**src/rtl/inst_prefetch_queue_pkg.sv**
```systemverilog
// Shared definitions for the instruction prefetch queue.
//   PC_INC        : byte step between sequential fetches
//   PC_ALIGN_LSB  : value forced into the two low PC bits (word alignment)
//   XLEN_DEF      : default PC / instruction width
//   RESET_PC_DEF  : default first fetch address after reset
//   pfq_entry_t   : {pc, inst} queue entry at the default width
package inst_prefetch_queue_pkg;

  localparam int          XLEN_DEF     = 32;
  localparam int          PC_INC       = 4;
  localparam logic [1:0]  PC_ALIGN_LSB = 2'b00;
  localparam logic [31:0] RESET_PC_DEF = 32'h0000_0000;

  typedef struct packed {
    logic [XLEN_DEF-1:0] pc;
    logic [XLEN_DEF-1:0] inst;
  } pfq_entry_t;

endpackage

```
**src/rtl/inst_prefetch_queue_if.sv**
```systemverilog
// Bus bundle between the prefetch queue, instruction memory, control and decode.
//   control : jmp_vld, jmp_addr, hold
//   memory  : mem_req_vld/rdy/addr (request), mem_rsp_vld/data (in-order response)
//   decode  : IF_vld, IF_pc, IF_inst (head entry), q_count (occupancy)
// master = the prefetch queue, slave = its environment (memory, control, decode).
interface inst_prefetch_queue_if #(
  parameter int XLEN  = 32,
  parameter int DEPTH = 4
);
  logic                         jmp_vld;
  logic [XLEN-1:0]              jmp_addr;
  logic                         hold;
  logic                         mem_req_vld;
  logic                         mem_req_rdy;
  logic [XLEN-1:0]              mem_req_addr;
  logic                         mem_rsp_vld;
  logic [XLEN-1:0]              mem_rsp_data;
  logic                         IF_vld;
  logic [XLEN-1:0]              IF_pc;
  logic [XLEN-1:0]              IF_inst;
  logic [$clog2(DEPTH+1)-1:0]   q_count;

  modport master (
    input  jmp_vld, jmp_addr, hold, mem_req_rdy, mem_rsp_vld, mem_rsp_data,
    output mem_req_vld, mem_req_addr, IF_vld, IF_pc, IF_inst, q_count
  );

  modport slave (
    output jmp_vld, jmp_addr, hold, mem_req_rdy, mem_rsp_vld, mem_rsp_data,
    input  mem_req_vld, mem_req_addr, IF_vld, IF_pc, IF_inst, q_count
  );
endinterface

```
**src/rtl/inst_prefetch_queue_pfq_fifo.sv**
```systemverilog
// pfq_fifo: DEPTH-entry synchronous FIFO with combinational head read.
//   clk, rst  : rising-edge clock, asynchronous active-low reset
//   push_i    : write din_i at tail (caller guarantees not full)
//   pop_i     : drop head entry (caller guarantees not empty)
//   clr_i     : empty the FIFO; wins over push/pop
//   head_o    : current head entry (stale data when empty; caller masks)
//   count_o   : occupied entries
module pfq_fifo #(
  parameter int DEPTH = 4,
  parameter int W     = 64
) (
  input  logic                       clk,
  input  logic                       rst,
  input  logic                       push_i,
  input  logic [W-1:0]               din_i,
  input  logic                       pop_i,
  input  logic                       clr_i,
  output logic [W-1:0]               head_o,
  output logic [$clog2(DEPTH+1)-1:0] count_o
);
  localparam int AW = $clog2(DEPTH);
  localparam int CW = $clog2(DEPTH+1);

  logic [W-1:0]  mem_q [DEPTH];
  logic [AW-1:0] wptr_q, wptr_d, rptr_q, rptr_d;
  logic [CW-1:0] cnt_q, cnt_d;

  // DEPTH is a power of two, so pointers wrap naturally.
  always_comb begin
    wptr_d = wptr_q;
    rptr_d = rptr_q;
    cnt_d  = cnt_q;
    if (clr_i) begin
      wptr_d = '0;
      rptr_d = '0;
      cnt_d  = '0;
    end else begin
      if (push_i) wptr_d = wptr_q + AW'(1);
      if (pop_i)  rptr_d = rptr_q + AW'(1);
      cnt_d = cnt_q + CW'(push_i) - CW'(pop_i);
    end
  end

  always_ff @(posedge clk or negedge rst) begin
    if (!rst) begin
      wptr_q <= '0;
      rptr_q <= '0;
      cnt_q  <= '0;
    end else begin
      wptr_q <= wptr_d;
      rptr_q <= rptr_d;
      cnt_q  <= cnt_d;
    end
  end

  // Storage needs no reset: entries are only visible once counted.
  always_ff @(posedge clk) begin
    if (push_i && !clr_i) mem_q[wptr_q] <= din_i;
  end

  assign head_o  = mem_q[rptr_q];
  assign count_o = cnt_q;
endmodule

```
**src/rtl/inst_prefetch_queue.sv**
```systemverilog
// inst_prefetch_queue: sequential instruction prefetcher with a DEPTH-entry
// {pc, inst} queue toward decode.
//   clk  : rising-edge clock
//   rst  : asynchronous active-low reset
//   bus  : inst_prefetch_queue_if.master (control, memory request/response,
//          decode head entry and occupancy)
// Requests are credit limited: queued + outstanding + to-be-dropped never
// exceeds DEPTH, so every response has a guaranteed slot. A redirect empties
// the queue and turns all outstanding requests into responses to discard.
module inst_prefetch_queue
  import inst_prefetch_queue_pkg::*;
#(
  parameter int              DEPTH    = 4,
  parameter int              XLEN     = XLEN_DEF,
  parameter logic [XLEN-1:0] RESET_PC = XLEN'(RESET_PC_DEF)
) (
  input  logic                 clk,
  input  logic                 rst,
  inst_prefetch_queue_if.master bus
);
  localparam int CW = $clog2(DEPTH+1);
  localparam int SW = CW + 2;

  typedef struct packed {
    logic [XLEN-1:0] pc;
    logic [XLEN-1:0] inst;
  } entry_t;

  logic [XLEN-1:0] fetch_pc_q, fetch_pc_d;
  logic [XLEN-1:0] rsp_pc_q, rsp_pc_d;
  logic [CW-1:0]   outst_q, outst_d;
  logic [CW-1:0]   drop_q, drop_d;

  logic [CW-1:0]   q_count;
  logic [CW-1:0]   pending;
  logic [SW-1:0]   credit_used;
  logic [XLEN-1:0] jmp_tgt;
  logic [2*XLEN-1:0] head_raw;
  entry_t          head, push_ent;
  logic            req_vld, req_fire, rsp_drop, rsp_take, pop, if_vld;
  logic            unused_jmp_lsb;

  assign unused_jmp_lsb = ^bus.jmp_addr[1:0];
  assign jmp_tgt        = {bus.jmp_addr[XLEN-1:2], PC_ALIGN_LSB};

  // Everything that may still occupy a queue slot.
  assign credit_used = SW'(q_count) + SW'(outst_q) + SW'(drop_q);
  assign pending     = drop_q + outst_q;

  // Gated by rst so no request is advertised while held in reset.
  assign req_vld  = rst && !bus.jmp_vld && (credit_used < SW'(DEPTH));
  assign req_fire = req_vld && bus.mem_req_rdy;

  // Stale responses are consumed first; a response with nothing pending is ignored.
  assign rsp_drop = bus.mem_rsp_vld && (drop_q != '0);
  assign rsp_take = bus.mem_rsp_vld && (drop_q == '0) && (outst_q != '0) && !bus.jmp_vld;

  assign if_vld = (q_count != '0);
  assign pop    = if_vld && !bus.hold && !bus.jmp_vld;

  assign push_ent = '{pc: rsp_pc_q, inst: bus.mem_rsp_data};

  always_comb begin
    fetch_pc_d = fetch_pc_q;
    rsp_pc_d   = rsp_pc_q;
    outst_d    = outst_q;
    drop_d     = drop_q;
    if (bus.jmp_vld) begin
      fetch_pc_d = jmp_tgt;
      rsp_pc_d   = jmp_tgt;
      outst_d    = '0;
      // A response in the redirect cycle retires one pending request either way.
      drop_d     = (bus.mem_rsp_vld && pending != '0) ? pending - CW'(1) : pending;
    end else begin
      if (req_fire) fetch_pc_d = fetch_pc_q + XLEN'(PC_INC);
      if (rsp_take) rsp_pc_d   = rsp_pc_q + XLEN'(PC_INC);
      if (rsp_drop) drop_d     = drop_q - CW'(1);
      outst_d = outst_q + CW'(req_fire) - CW'(rsp_take);
    end
  end

  always_ff @(posedge clk or negedge rst) begin
    if (!rst) begin
      fetch_pc_q <= RESET_PC;
      rsp_pc_q   <= RESET_PC;
      outst_q    <= '0;
      drop_q     <= '0;
    end else begin
      fetch_pc_q <= fetch_pc_d;
      rsp_pc_q   <= rsp_pc_d;
      outst_q    <= outst_d;
      drop_q     <= drop_d;
    end
  end

  pfq_fifo #(
    .DEPTH (DEPTH),
    .W     (2*XLEN)
  ) u_fifo (
    .clk     (clk),
    .rst     (rst),
    .push_i  (rsp_take),
    .din_i   (push_ent),
    .pop_i   (pop),
    .clr_i   (bus.jmp_vld),
    .head_o  (head_raw),
    .count_o (q_count)
  );

  assign head = entry_t'(head_raw);

  assign bus.mem_req_vld  = req_vld;
  assign bus.mem_req_addr = fetch_pc_q;
  assign bus.IF_vld       = if_vld;
  assign bus.IF_pc        = if_vld ? head.pc   : '0;
  assign bus.IF_inst      = if_vld ? head.inst : '0;
  assign bus.q_count      = q_count;

  a_rsp_expected: assert property (@(posedge clk) disable iff (!rst)
    bus.mem_rsp_vld |-> (outst_q != '0 || drop_q != '0));

  a_credit_bound: assert property (@(posedge clk) disable iff (!rst)
    credit_used <= SW'(DEPTH));
endmodule

```
**src/flat_wrapper.sv**
```systemverilog
// flat-port wrapper written by rule: the top's interface ports become plain ports
module inst_prefetch_queue_flat import inst_prefetch_queue_pkg::*;
#(
  parameter int              DEPTH    = 4,
  parameter int              XLEN     = XLEN_DEF,
  parameter logic [XLEN-1:0] RESET_PC = XLEN'(RESET_PC_DEF)
)
  (clk, rst, bus_jmp_vld, bus_jmp_addr, bus_hold, bus_mem_req_rdy, bus_mem_rsp_vld, bus_mem_rsp_data, bus_mem_req_vld, bus_mem_req_addr, bus_IF_vld, bus_IF_pc, bus_IF_inst, bus_q_count);
  inst_prefetch_queue_if #(.XLEN(XLEN), .DEPTH(DEPTH)) bus_i ();
  input  logic clk;
  input  logic rst;
  input wire logic [$bits(bus_i.jmp_vld)-1:0] bus_jmp_vld;
  input wire logic [$bits(bus_i.jmp_addr)-1:0] bus_jmp_addr;
  input wire logic [$bits(bus_i.hold)-1:0] bus_hold;
  input wire logic [$bits(bus_i.mem_req_rdy)-1:0] bus_mem_req_rdy;
  input wire logic [$bits(bus_i.mem_rsp_vld)-1:0] bus_mem_rsp_vld;
  input wire logic [$bits(bus_i.mem_rsp_data)-1:0] bus_mem_rsp_data;
  output wire logic [$bits(bus_i.mem_req_vld)-1:0] bus_mem_req_vld;
  output wire logic [$bits(bus_i.mem_req_addr)-1:0] bus_mem_req_addr;
  output wire logic [$bits(bus_i.IF_vld)-1:0] bus_IF_vld;
  output wire logic [$bits(bus_i.IF_pc)-1:0] bus_IF_pc;
  output wire logic [$bits(bus_i.IF_inst)-1:0] bus_IF_inst;
  output wire logic [$bits(bus_i.q_count)-1:0] bus_q_count;
  assign bus_i.jmp_vld = bus_jmp_vld;
  assign bus_i.jmp_addr = bus_jmp_addr;
  assign bus_i.hold = bus_hold;
  assign bus_i.mem_req_rdy = bus_mem_req_rdy;
  assign bus_i.mem_rsp_vld = bus_mem_rsp_vld;
  assign bus_i.mem_rsp_data = bus_mem_rsp_data;
  assign bus_mem_req_vld = bus_i.mem_req_vld;
  assign bus_mem_req_addr = bus_i.mem_req_addr;
  assign bus_IF_vld = bus_i.IF_vld;
  assign bus_IF_pc = bus_i.IF_pc;
  assign bus_IF_inst = bus_i.IF_inst;
  assign bus_q_count = bus_i.q_count;
  inst_prefetch_queue #(.DEPTH(DEPTH), .XLEN(XLEN), .RESET_PC(RESET_PC)) u_core (.clk(clk), .rst(rst), .bus(bus_i));
endmodule
```
**config.mk**
```make
export PLATFORM = sky130hd
export DESIGN_NAME = inst_prefetch_queue_flat
export DESIGN_NICKNAME = d
export VERILOG_FILES = /design/src/rtl/inst_prefetch_queue_pkg.sv /design/src/rtl/inst_prefetch_queue_if.sv /design/src/rtl/inst_prefetch_queue_pfq_fifo.sv /design/src/rtl/inst_prefetch_queue.sv /design/src/flat_wrapper.sv
export SDC_FILE = /design/constraint.sdc
export NUM_CORES = 1
export LEC_CHECK = 0
export ABC_AREA = 0
export CAP_MARGIN = 20
export CORE_UTILIZATION = 33
export DETAILED_ROUTE_END_ITERATION = 7
export PLACE_DENSITY = 0.54
export SLEW_MARGIN = 5
export SYNTH_ARGS = -nofsm -noshare
export SYNTH_HDL_FRONTEND = slang
export SYNTH_SLANG_ARGS = --single-unit
```
**constraint.sdc**
```tcl
create_clock -name clk -period 11.18 [get_ports clk]
set_clock_uncertainty 0.15 [all_clocks]
set_input_delay 2.795 -clock clk [delete_from_list [all_inputs] [get_ports clk]]
set_output_delay 2.795 -clock clk [all_outputs]
set_load 0.005 [all_outputs]
```
[After elaboration in Yosys (flattened, before gate mapping)]
Memories as Yosys holds them, arrays and structs flattened.
Cells that the tools add are included.
Word-level totals
  bits in registers: 77
  bits in writable memories: 256
  bits of input ports: 70
  output and inout bits: 101
  memories: 1
Cells by class
  add/sub/neg operators: 13
  magnitude comparators: 1
  multiplexer cells: 17
  reductions and logical operators: 22
Memories
  u_core.u_fifo.mem_q: words 4, bits a word 64, rd ports 1, clocked after Yosys merged registers in 0, write ports 1, RTL line inst_prefetch_queue_pfq_fifo.sv:24  | logic [W-1:0] mem_q [DEPTH];
Operator list (number)
  $mux W32: 6
  $add A32 B3 Y32 const B: 2
  $mux W3: 5
  $reduce_bool A3 Y1: 4
  $logic_and A1 B1 Y1: 11
  $mux W2: 4
  $reduce_bool A2 Y1: 4
  $add A3 B1 Y3: 2
  $sub A3 B1 Y3: 2
  $sub A3 B1 Y3 const B: 2
  $add A5 B3 Y5: 1
  $lt A5 B3 Y1 const B: 1
  $add A2 B1 Y2 const B: 2
  $add A3 B3 Y4: 1
  $add A3 B3 Y3: 1
  $logic_not A3 Y1: 1
  $logic_not A1 Y1: 2
  $mux W1: 2

[Logic depth before layout (Yosys ltp)]
  depth after elaboration: 8
  mapped depth: 14

[By module]
A second synthesis with hierarchy kept.
Second synthesis, totals
  cells, all modules: 906
  area total of the unflattened synthesis: 14336.2 um^2
By module, submodules not included
  pfq_fifo: instances 1, cells an instance 372, area each 9688.0 um^2, sequential area each 7862.5 um^2
  inst_prefetch_queue: instances 1, cells an instance 534, area each 4648.2 um^2, sequential area each 1651.6 um^2

[Least setup slack after synthesis]
OpenSTA, ideal clock, no wires.
  kind: input port to output port
  start: input bus_jmp_vld
  end: output bus_mem_req_vld
  arrival: 3.223 ns
  required time: 8.235 ns
  slack: 5.012 ns
  stages: 3
  cell sequence: inv_1 > o2111a_1 > and2_1
On the way
  cells in the longest elaborated chain, start to end: 3
RTL lines
  start, declared: RTL line flat_wrapper.sv:12  | input wire logic [$bits(bus_i.jmp_vld)-1:0] bus_jmp_vld;
  $logic_not A1 Y1: RTL line inst_prefetch_queue.sv:51  | assign req_vld = rst && !bus.jmp_vld && (credit_used < SW'(DEPTH));
  $logic_and A1 B1 Y1 (2 in series): RTL line inst_prefetch_queue.sv:51
  end, declared: RTL line flat_wrapper.sv:18  | output wire logic [$bits(bus_i.mem_req_vld)-1:0] bus_mem_req_vld;
Every way passes these cells.

[Final worst setup path]
Same ends and word-level chain as after synthesis.

==> results.toml <==
[run_status]
status = "complete, but fails checks"
violations = "design-rule violations"

[critical_path]
crit_start = "bus_jmp_vld"
end_kind = "primary output"
max_stage_delay_ns = 0.51
reg2reg_setup_slack_ns = 6.99
reg2reg_from = "u_core.u_fifo.count_o[0]"
required_ns = 8.24
crit_end = "bus_mem_req_vld"
worstReg2RegEnd = "u_core.outst_q[2]"
cp-start-kind = "input pin"
reg2reg_depth = 13
cp_cell_sequence = "buf_2, buf_4, inv_1, o2111a_1, and2_1, clkdlybuf4s50_1"
critical_path_arrival_ns = 4.32
path_class = "in -> out"
crit_fanout = 59
slowest_stage = "buf_4"

[die]
die_h_um = 207
die_width_um = 207
core-area_mm2 = 0.0411
start_util_pct = 33.7
dieArea_mm2 = 0.0428
io_pins = 171
row_count = 74

[yosys]
yosys.area.top_type_share_pct = 53.8
syn-mean-instance-area_um2 = 15.6
synth_top_flop_cell = "edfxtp_1"
synth_warnings = 0
netlist_top_cells_count = "edfxtp_1, dfrtp_1, nor2b_1"
yosysMostFrequentCell = "edfxtp_1"
ys_ff_latch = 321
synth.area.top_cells = "edfxtp_1, dfrtp_1, mux4_2"
yosysSeqAreaShare_pct = 67.0
ys_async_sr_fraction_pct = 22.7
netlist_area_mm2 = 0.0138
yosysTopAreaCell = "edfxtp_1"
synthCells = 885
yosys.cell_types.count = 49
synth_edf_count = 248

[power]
seqPwrFrac_pct = 43.8
peakVddDrop_mv = 0.0834
power.density_mw_per_mm2 = 188
p_int_mw = 2.38
switching_share_pct = 26.3
pwr-share-comb_pct = 21.2
switchingPower_mw = 0.850
clockPowerShare_pct = 35.0
p_leak_nw = 5.76
p_total_mw = 3.23

[sta]
maxSlewHeadroom_pct = 30.9
setup_viol = 0
fmax_mhz = 138
period_needed_ns = 7.26
fin_setup_tns_ns = 0
tightest_slew_ns = 1.04
fin_crit_sh_pct = 65.0
hold_viol_final = 0
slew_viol_final = 0
rsz0062_at_grt = "false"

[clocking]
cts_setup_buffers = 0
clockRootBuffer = "clkbuf_16"
ctsLongestPathBuffers = 3
cts_max_level = 2
ctsHoldBuffers = 0
clk_latency_ns = 0.53
cts.clk_slew.worst_paths_ns = 0.06
clock_sinks = 321
cts_tree = "done"
cts_buffers = 38
cts_resized = 0

[layout]
drive_gt1_share_pct = 13.3
nFillCells = 3792
syn_to_final_growth_pct = 23.9
nets = 1146
multi_input_area_mm2 = 0.00428
seqCellArea_mm2 = 0.00928
antenna_cells = 0

[route]
via_per_inst = 5.02
vias = 8092
first_pass_iters = 8
drt_iter0_markers = 432
routed_wl_um = 32000
ant_nets = 0
wire_per_inst_um = 19.9
route.detailed.drc = 9

[global_route]
grt_pass1_wl_um = 49000
grt-ovfl-total = 0
grt_max_degree = 66
grtUsageTotal_pct = 15.2
first_global_vias = 8379
antenna_found_initial = 0

[place]
hpwlAfterDp_um = 19300
portBuffers = 164
routabilityCongestion = 0.811

[min_path]
hp-class = "reg -> reg"

[job]
drv_cap = 0
[power groups by stage]
stage / registers (mW) / logic (mW) / clock network, mW
after floorplan: 1.39 / 0.381 / 0
after global placement: 1.44 / 0.701 / 0
after detailed placement: 1.44 / 0.705 / 0
after CTS: 1.42 / 0.707 / 1.16
after global routing: 1.43 / 0.759 / 1.21
final: 1.41 / 0.684 / 1.13
[metrics by stage]
stage	hold WS [ns]	cells	cell area (um^2)	setup WS [ns]	utilization (%)
2_1_floorplan	0.333	888	13900	5.01	-
3_3_place_gp	0.403	1544	16000	3.91	39.0
3_5_place_dp	0.397	1544	16000	3.89	39.0
4_1_cts	0.411	1611	17200	3.88	41.7
5_1_grt	0.435	1611	17200	3.80	41.7
6_report	0.409	1611	17200	3.92	41.7
[state kept, by name, summed over array words and instances (netlist names)]
name / cells
u_core.u_fifo.mem_q: 248
u_core.outst_q: 3
u_core.drop_q: 3
u_core.rsp_pc_q: 30
u_core.u_fifo.count_o: 3
u_core.u_fifo.rptr_q: 2
u_core.bus.mem_req_addr: 30
u_core.u_fifo.wptr_q: 2
[worst min-delay path by stage]
stage,from,to,slack (ns),cells past startpoint
floorplan,u_core.rsp_pc_q[31],u_core.u_fifo.mem_q[0][63],0.33,0
global placement,u_core.rsp_pc_q[20],u_core.u_fifo.mem_q[2][52],0.40,0
detailed placement,u_core.bus.mem_req_addr[19],u_core.bus.mem_req_addr[19],0.40,1
CTS,u_core.bus.mem_req_addr[19],u_core.bus.mem_req_addr[19],0.41,1
global route,u_core.bus.mem_req_addr[19],u_core.bus.mem_req_addr[19],0.43,1
finish,u_core.bus.mem_req_addr[19],u_core.bus.mem_req_addr[19],0.41,1
[cells in the final DEF (no fill, tap or decap), drive strengths merged, types with 4 or more instances in the layout]
| cell type | synthesis | final |
|---|---|---|
| edfxtp | 248 | 248 |
| clkdlybuf4s50 | 0 | 162 |
| dfrtp | 73 | 73 |
| nor2b | 67 | 67 |
| mux4 | 62 | 62 |
| nand2 | 50 | 50 |
| clkbuf | 32 | 47 |
| inv | 32 | 33 |
| xnor2 | 32 | 32 |
| nor2 | 23 | 23 |
| o21ai | 23 | 23 |
| nand3 | 21 | 21 |
| ha | 20 | 20 |
| xor2 | 17 | 17 |
| nor3 | 17 | 17 |
| nor4 | 16 | 16 |
| clkinv | 0 | 16 |
| mux2 | 15 | 15 |
| nand4 | 13 | 13 |
| a21oi | 13 | 13 |
| or4 | 12 | 12 |
| and3 | 10 | 10 |
| o211ai | 9 | 9 |
| buf | 15 | 9 |
| and2 | 8 | 8 |
| a21boi | 7 | 7 |
| or3 | 6 | 6 |
| a21o | 6 | 6 |
| o311ai | 5 | 5 |
| fa | 4 | 4 |
| conb | 1 | 4 |
[cell type report]
class,instances,area share [%]
sequential,321,54.1
multi-input combinational,488,24.9
timing repair buffer,171,9.83
clock buffer,47,5.86
tap,532,3.88
clock inverter,20,0.707
inverter,32,0.700
[cells by family after synthesis]
kind of cell / count (synthesis) / synth area share, %
simple gates: 256 / 10.2
mux: 78 / 11.4
fa+ha+maj: 24 / 2.39
compound gates: 77 / 3.64
xor+xnor: 49 / 3.10
buf+inv: 79 / 2.31
other cells: 1 / 0.0271
flops: 321 / 67.0
[worst max-delay path: cells and delay by family]
| kind | cells | cell delay, ns |
|---|---|---|
| buffers and inverters | 4 | 1.15 |
| AND/OR/NAND/NOR | 1 | 0.18 |
| AO/OA/AOI/OAI | 1 | 0.18 |
[metal layers]
metal,track usage (%),routed length (um),vias up,part of all wire [%]
li1,-,-,3716,-
met1,20.8,14500,4098,45
met2,24.3,15200,230,47
met3,3.25,1780,48,5.5
met4,4.17,617,0,1.9
met5,0,0,-,0
Power figures use the tool's default switching activity.
